--- src/rtl/r2fft_dma_reader.sv ---
// Streams one FFT frame out of the core's DMA read port onto a valid/ready bus.
// Define R2FFT_DMARD_BITREV_EN to issue reads in bit-reversed address order.
module r2fft_dma_reader #(
    parameter int FFT_LENGTH = 1024,
    parameter int FFT_DW     = 16,
    parameter int RD_LATENCY = 3
) (
    input  logic                     clk,
    input  logic                     rst_n,
    input  logic                     done_i,
    input  logic signed [7:0]        bfpexp_i,
    output logic                     dmaact_o,
    output logic [$clog2(FFT_LENGTH)-1:0] dmaa_o,
    input  logic signed [FFT_DW-1:0] dmadr_real_i,
    input  logic signed [FFT_DW-1:0] dmadr_imag_i,
    output logic                     m_valid_o,
    input  logic                     m_ready_i,
    output logic signed [FFT_DW-1:0] m_real_o,
    output logic signed [FFT_DW-1:0] m_imag_o,
    output logic                     m_first_o,
    output logic                     m_last_o,
    output logic signed [7:0]        m_exp_o,
    output logic                     busy_o,
    output logic                     overrun_o
);

    localparam int FFT_N = $clog2(FFT_LENGTH);
    localparam int DEPTH = RD_LATENCY + 1;
    localparam int PW    = $clog2(DEPTH);
    localparam logic [FFT_N-1:0] LAST_ADDR = FFT_N'(FFT_LENGTH - 1);

    typedef enum logic [1:0] {IDLE, READ, DRAIN} state_t;

    state_t state_q, state_d;
    logic [FFT_N-1:0] cnt_q;
    logic signed [7:0] exp_q;
    logic overrun_q;
    logic start, issue, push, pop;

    logic [RD_LATENCY-1:0] pv, pf, pl;
    logic [4:0] inflight, fcount, occ;

    logic [PW-1:0] wr_ptr, rd_ptr;
    logic signed [FFT_DW-1:0] mem_re [DEPTH];
    logic signed [FFT_DW-1:0] mem_im [DEPTH];
    logic mem_f [DEPTH];
    logic mem_l [DEPTH];

    function automatic logic [PW-1:0] inc(input logic [PW-1:0] p);
        return (p == PW'(DEPTH - 1)) ? '0 : p + 1'b1;
    endfunction

    function automatic logic [FFT_N-1:0] bitrev(input logic [FFT_N-1:0] a);
        logic [FFT_N-1:0] r;
        r = '0;
        for (int i = 0; i < FFT_N; i++) r[i] = a[FFT_N-1-i];
        return r;
    endfunction

    always_comb begin
        inflight = '0;
        for (int i = 0; i < RD_LATENCY; i++)
            inflight = inflight + {4'b0, pv[i]};
    end

    assign m_valid_o = (fcount != '0);
    assign pop       = m_valid_o && m_ready_i;
    assign push      = pv[RD_LATENCY-1];
    // A word leaving this cycle frees its slot in time for a new strobe.
    assign occ       = inflight + fcount - {4'b0, pop};

    always_comb begin
        state_d = state_q;
        start   = 1'b0;
        issue   = 1'b0;
        unique case (state_q)
            IDLE: begin
                if (done_i) begin
                    start   = 1'b1;
                    state_d = READ;
                end
            end
            READ: begin
                if (occ < 5'(DEPTH)) begin
                    issue = 1'b1;
                    if (cnt_q == LAST_ADDR) state_d = DRAIN;
                end
            end
            DRAIN: begin
                if (pop && m_last_o) state_d = IDLE;
            end
            default: state_d = IDLE;
        endcase
    end

    always_ff @(posedge clk or negedge rst_n) begin
        if (!rst_n) begin
            state_q   <= IDLE;
            cnt_q     <= '0;
            exp_q     <= '0;
            overrun_q <= 1'b0;
        end else begin
            state_q   <= state_d;
            overrun_q <= done_i && (state_q != IDLE);
            if (start) begin
                cnt_q <= '0;
                exp_q <= bfpexp_i;
            end else if (issue && cnt_q != LAST_ADDR) begin
                cnt_q <= cnt_q + 1'b1;
            end
        end
    end

    always_ff @(posedge clk or negedge rst_n) begin
        if (!rst_n) begin
            pv <= '0;
            pf <= '0;
            pl <= '0;
        end else begin
            for (int i = 1; i < RD_LATENCY; i++) begin
                pv[i] <= pv[i-1];
                pf[i] <= pf[i-1];
                pl[i] <= pl[i-1];
            end
            pv[0] <= issue;
            pf[0] <= issue && (cnt_q == '0);
            pl[0] <= issue && (cnt_q == LAST_ADDR);
        end
    end

    always_ff @(posedge clk or negedge rst_n) begin
        if (!rst_n) begin
            wr_ptr <= '0;
            rd_ptr <= '0;
            fcount <= '0;
            for (int i = 0; i < DEPTH; i++) begin
                mem_re[i] <= '0;
                mem_im[i] <= '0;
                mem_f[i]  <= 1'b0;
                mem_l[i]  <= 1'b0;
            end
        end else begin
            if (push) begin
                mem_re[wr_ptr] <= dmadr_real_i;
                mem_im[wr_ptr] <= dmadr_imag_i;
                mem_f[wr_ptr]  <= pf[RD_LATENCY-1];
                mem_l[wr_ptr]  <= pl[RD_LATENCY-1];
                wr_ptr         <= inc(wr_ptr);
            end
            if (pop) rd_ptr <= inc(rd_ptr);
            if (push && !pop)      fcount <= fcount + 1'b1;
            else if (!push && pop) fcount <= fcount - 1'b1;
        end
    end

    always @(posedge clk) begin
        if (rst_n) assert (!(push && !pop && fcount == 5'(DEPTH)));
    end

`ifdef R2FFT_DMARD_BITREV_EN
    assign dmaa_o = bitrev(cnt_q);
`else
    assign dmaa_o = cnt_q;
`endif

    assign dmaact_o  = issue;
    assign m_real_o  = mem_re[rd_ptr];
    assign m_imag_o  = mem_im[rd_ptr];
    assign m_first_o = m_valid_o && mem_f[rd_ptr];
    assign m_last_o  = m_valid_o && mem_l[rd_ptr];
    assign m_exp_o   = exp_q;
    assign busy_o    = (state_q != IDLE);
    assign overrun_o = overrun_q;

endmodule

--- config.mk ---
export PLATFORM = sky130hd
export DESIGN_NAME = r2fft_dma_reader
export DESIGN_NICKNAME = d
export VERILOG_FILES = /design/src/rtl/r2fft_dma_reader.sv
export SDC_FILE = /design/constraint.sdc
export NUM_CORES = 1
export LEC_CHECK = 0
export CAP_MARGIN = 5
export CORE_MARGIN = 5
export CORE_UTILIZATION = 51
export DETAILED_ROUTE_END_ITERATION = 8
export PLACE_DENSITY_LB_ADDON = 0.1
export SLEW_MARGIN = 10
export SYNTH_ARGS = -nofsm -noshare
export SYNTH_HDL_FRONTEND = slang
export SYNTH_SLANG_ARGS = --single-unit
--- constraint.sdc ---
create_clock -name clk -period 8.7 [get_ports clk]
set_input_delay 1.305 -clock clk [delete_from_list [all_inputs] [get_ports clk]]
set_output_delay 1.305 -clock clk [all_outputs]
set_load 0.01 [all_outputs]
==> flow_summary.json <==
{
  "outcome": "finished, final reports clean",
  "yosysTopAreaCell": "dfrtp_1",
  "fin_ws_ns": 2.87,
  "synthXorXnorAreaFrac": 0.0106,
  "wire_per_inst_um": 18.6,
  "final_cells": 835,
  "first_pass_iters": 4,
  "htree_levels": 4,
  "grt_pass1_wl_um": 26500,
  "tightest_slew_ns": 1.03,
  "place_ws_ns": 2.86,
  "rows": 45,
  "worstHoldPathCells": 0,
  "wirelength_um": 15600,
  "timing.rr.start": "fcount[3]",
  "dp.cells": 804,
  "max_freq_ghz": 0.171,
  "powerDensity_nw_per_um2": 379,
  "drc": 0,
  "synth.net_count": 607,
  "final_nets": 700,
  "place_congestion": 0.793,
  "dpl.hpwl_um": 9900,
  "startpoint_type": "primary input",
  "reg2reg_depth": 15,
  "grt_setup_unrepaired": "no",
  "grt_pass1_vias": 5256,
  "worstHoldEndpoint": "pl[2]",
  "cts_tree": "yes",
  "setup_tns_ns": 0,
  "synth.ff_latch_count": 175,
  "fp.dieH_um": 135,
  "path_class": "primary input to primary output",
  "arrival_ns": 4.53,
  "drv_slew": 0,
  "synthToLayoutAreaGrowth_pct": 21.8,
  "ir_worst_vdd_mv": 0.175,
  "synthMuxAreaShare": 0.301,
  "fp.dieW_um": 135,
  "overflow": 0,
  "die_area_sq_um": 18100,
  "yosys.area_share.simple": 0.0578,
  "p_leak_nw": 4.21,
  "viasPerCell": 5.59,
  "post_cts_resized": 0,
  "layout-drive-gt1-share": 0.337,
  "synth_compound_area_frac": 0.0198,
  "syn_inst": 542,
  "postSynthAreaPerCell_sq_um": 14.6,
  "synthAdderAreaFrac": 0.0351,
  "async_reset_ff_frac": 1.00,
  "clkTransAtPathRegs_ns": 0.06,
  "synth_ff_type": "dfrtp_1",
  "num_io_pins": 100,
  "reg2reg_slack_ns": 4.70,
  "io_buffer_count": 99,
  "post-route-period-util": 0.670,
  "cp_max_fo": 14,
  "yosysSeqAreaShare": 0.553,
  "hold_viol": 0,
  "endpoint_kind": "primary output",
  "synthTopCellsByArea": "dfrtp_1, mux2_2, mux4_2",
  "grt_max_degree": 104,
  "cp.required_ns": 7.39,
  "slew_headroom": 0.310,
  "hold_class": "register to register",
  "antenna_found_initial": 0,
  "postCtsHoldBufs": 0,
  "diodes": 0,
  "syn_area_sq_um": 7920,
  "synth-edff-count": 0,
  "holdCritStartpoint": "pl[1]",
  "setup_viol": 0,
  "synth_warnings": 0,
  "initial_core_util": 0.521,
  "period_minus_slack_ns": 5.83,
  "track_usage": 0.187,
  "ant_nets": 0,
  "drv_cap": 0,
  "rr_endpoint": "dmaa_o[1]",
  "clkLatencyLatePin_ns": 0.43,
  "core_area_sq_um": 15200,
  "finClkSkew_ns": 0.00981,
  "clkSinkCount": 175,
  "clk_path_buf_depth": 2,
  "synth_top_area_frac": 0.553,
  "synth_top_family_by_area": "multiplexers",
  "numCtsBuffers": 17,
  "drt_iter0_markers": 186,
  "cts_setup_buffers": 0,
  "ys_types": 48,
  "root_buffer": "clkbuf_16",
  "via_count": 4669
}
-- layout by cell type, fill, tap and decap left out, drive strengths merged, types with 6 or more instances in the layout --
cell type | netlist | routed
dfrtp | 175 | 175
mux2 | 138 | 138
clkdlybuf4s50 | 0 | 98
nand2 | 51 | 51
mux4 | 34 | 34
clkbuf | 19 | 21
ha | 19 | 19
inv | 18 | 19
nor2 | 11 | 11
mux2i | 6 | 6
-- metal layers --
layer | share of wire | vias up | GRT usage
met5 | 0 | - | 0
met4 | 0.018 | 0 | 0.0673
met3 | 0.046 | 22 | 0.0533
met2 | 0.51 | 108 | 0.313
met1 | 0.43 | 2396 | 0.233
li1 | - | 2143 | -
-- sequential cells by signal, indices dropped and copies added, names as in the netlist --
| signal | flops |
|---|---|
| state_q | 2 |
| m_exp_o | 8 |
| mem_f | 4 |
| mem_re | 64 |
| fcount | 5 |
| dmaa_o | 10 |
| wr_ptr | 2 |
| mem_im | 64 |
| pl | 3 |
| pv | 3 |
| mem_l | 4 |
| overrun_o | 1 |
| pf | 3 |
| rd_ptr | 2 |
-- cell type report --
type,instances,area (sq um)
fill,1152,5560
sequential,175,4380
clock inverter,10,138
timing repair buffer,101,1010
clock buffer,21,450
inverter,18,67.6
tap,188,235
multi-input combinational,322,3370
-- synthesized netlist by cell type, drive strengths merged, types with 2 or more instances --
| cell | instances |
|---|---|
| xor2 | 2 |
| a31oi | 3 |
| clkbuf | 19 |
| xnor2 | 4 |
| dfrtp | 175 |
| nor2 | 11 |
| and3 | 2 |
| inv | 18 |
| nand2b | 4 |
| o21ai | 5 |
| mux2 | 138 |
| fa | 2 |
| nor3 | 3 |
| mux2i | 6 |
| a41o | 3 |
| buf | 8 |
| ha | 19 |
| mux4 | 34 |
| and2 | 4 |
| nand3 | 5 |
| nand4 | 4 |
| a21oi | 4 |
| nand2 | 51 |
| a21o | 4 |
-- worst max-delay path, stage by stage --
cell and delay (ns):
clkdlybuf4s50_1 0.40, nand2_1 0.15, inv_2 0.07, ha_1 0.30, fa_1 0.36, inv_1 0.06, ha_1 0.22, and3b_1 0.22
nor4b_1 0.35, o2111ai_1 0.19, nand2_2 0.28, clkdlybuf4s50_1 0.60
-- metrics by stage --
stage	hold slack, ns	cell area [sq um]	utilization	power [W]
5_1_grt	0.362	9650	0.634	0.00390
4_1_cts	0.349	9650	0.634	0.00371
3_3_place_gp	0.335	9060	0.596	0.00286
2_1_floorplan	0.331	7920	-	0.00233
6_report	0.349	9650	0.634	0.00366
3_5_place_dp	0.337	9060	0.596	0.00293
-- cells by family (layout without fill, tap and decap cells) --
logic type,Yosys count,in the layout
AO/OA/AOI/OAI,23,23
XOR/XNOR,7,7
adder cells (fa/ha/maj),21,21
buffers and inverters,45,150
flip-flops,175,175
multiplexers,178,178
AND/OR/NAND/NOR,93,93
-- report_power, final --
part | total (W) | switching, W | internal, W
clock | 0.000761 | 0.000303 | 0.000458
sequential | 0.00141 | 0.000237 | 0.00118
combinational | 0.00149 | 0.000558 | 0.000928
total | 0.00366 | 0.00110 | 0.00256
-- how the worst max path moves through the flow --
stage | startpoint | to | slack [ns] | cells after the start
5_1_grt | m_ready_i | dmaact_o | 2.69 | 12
2_1_floorplan | m_ready_i | dmaact_o | 4.06 | 11
3_3_place_gp | m_ready_i | dmaact_o | 2.95 | 12
6_report | m_ready_i | dmaact_o | 2.87 | 12
4_1_cts | m_ready_i | dmaact_o | 2.86 | 12
3_5_place_dp | m_ready_i | dmaact_o | 2.86 | 12
No activity file was read; power rests on OpenSTA's default activity.
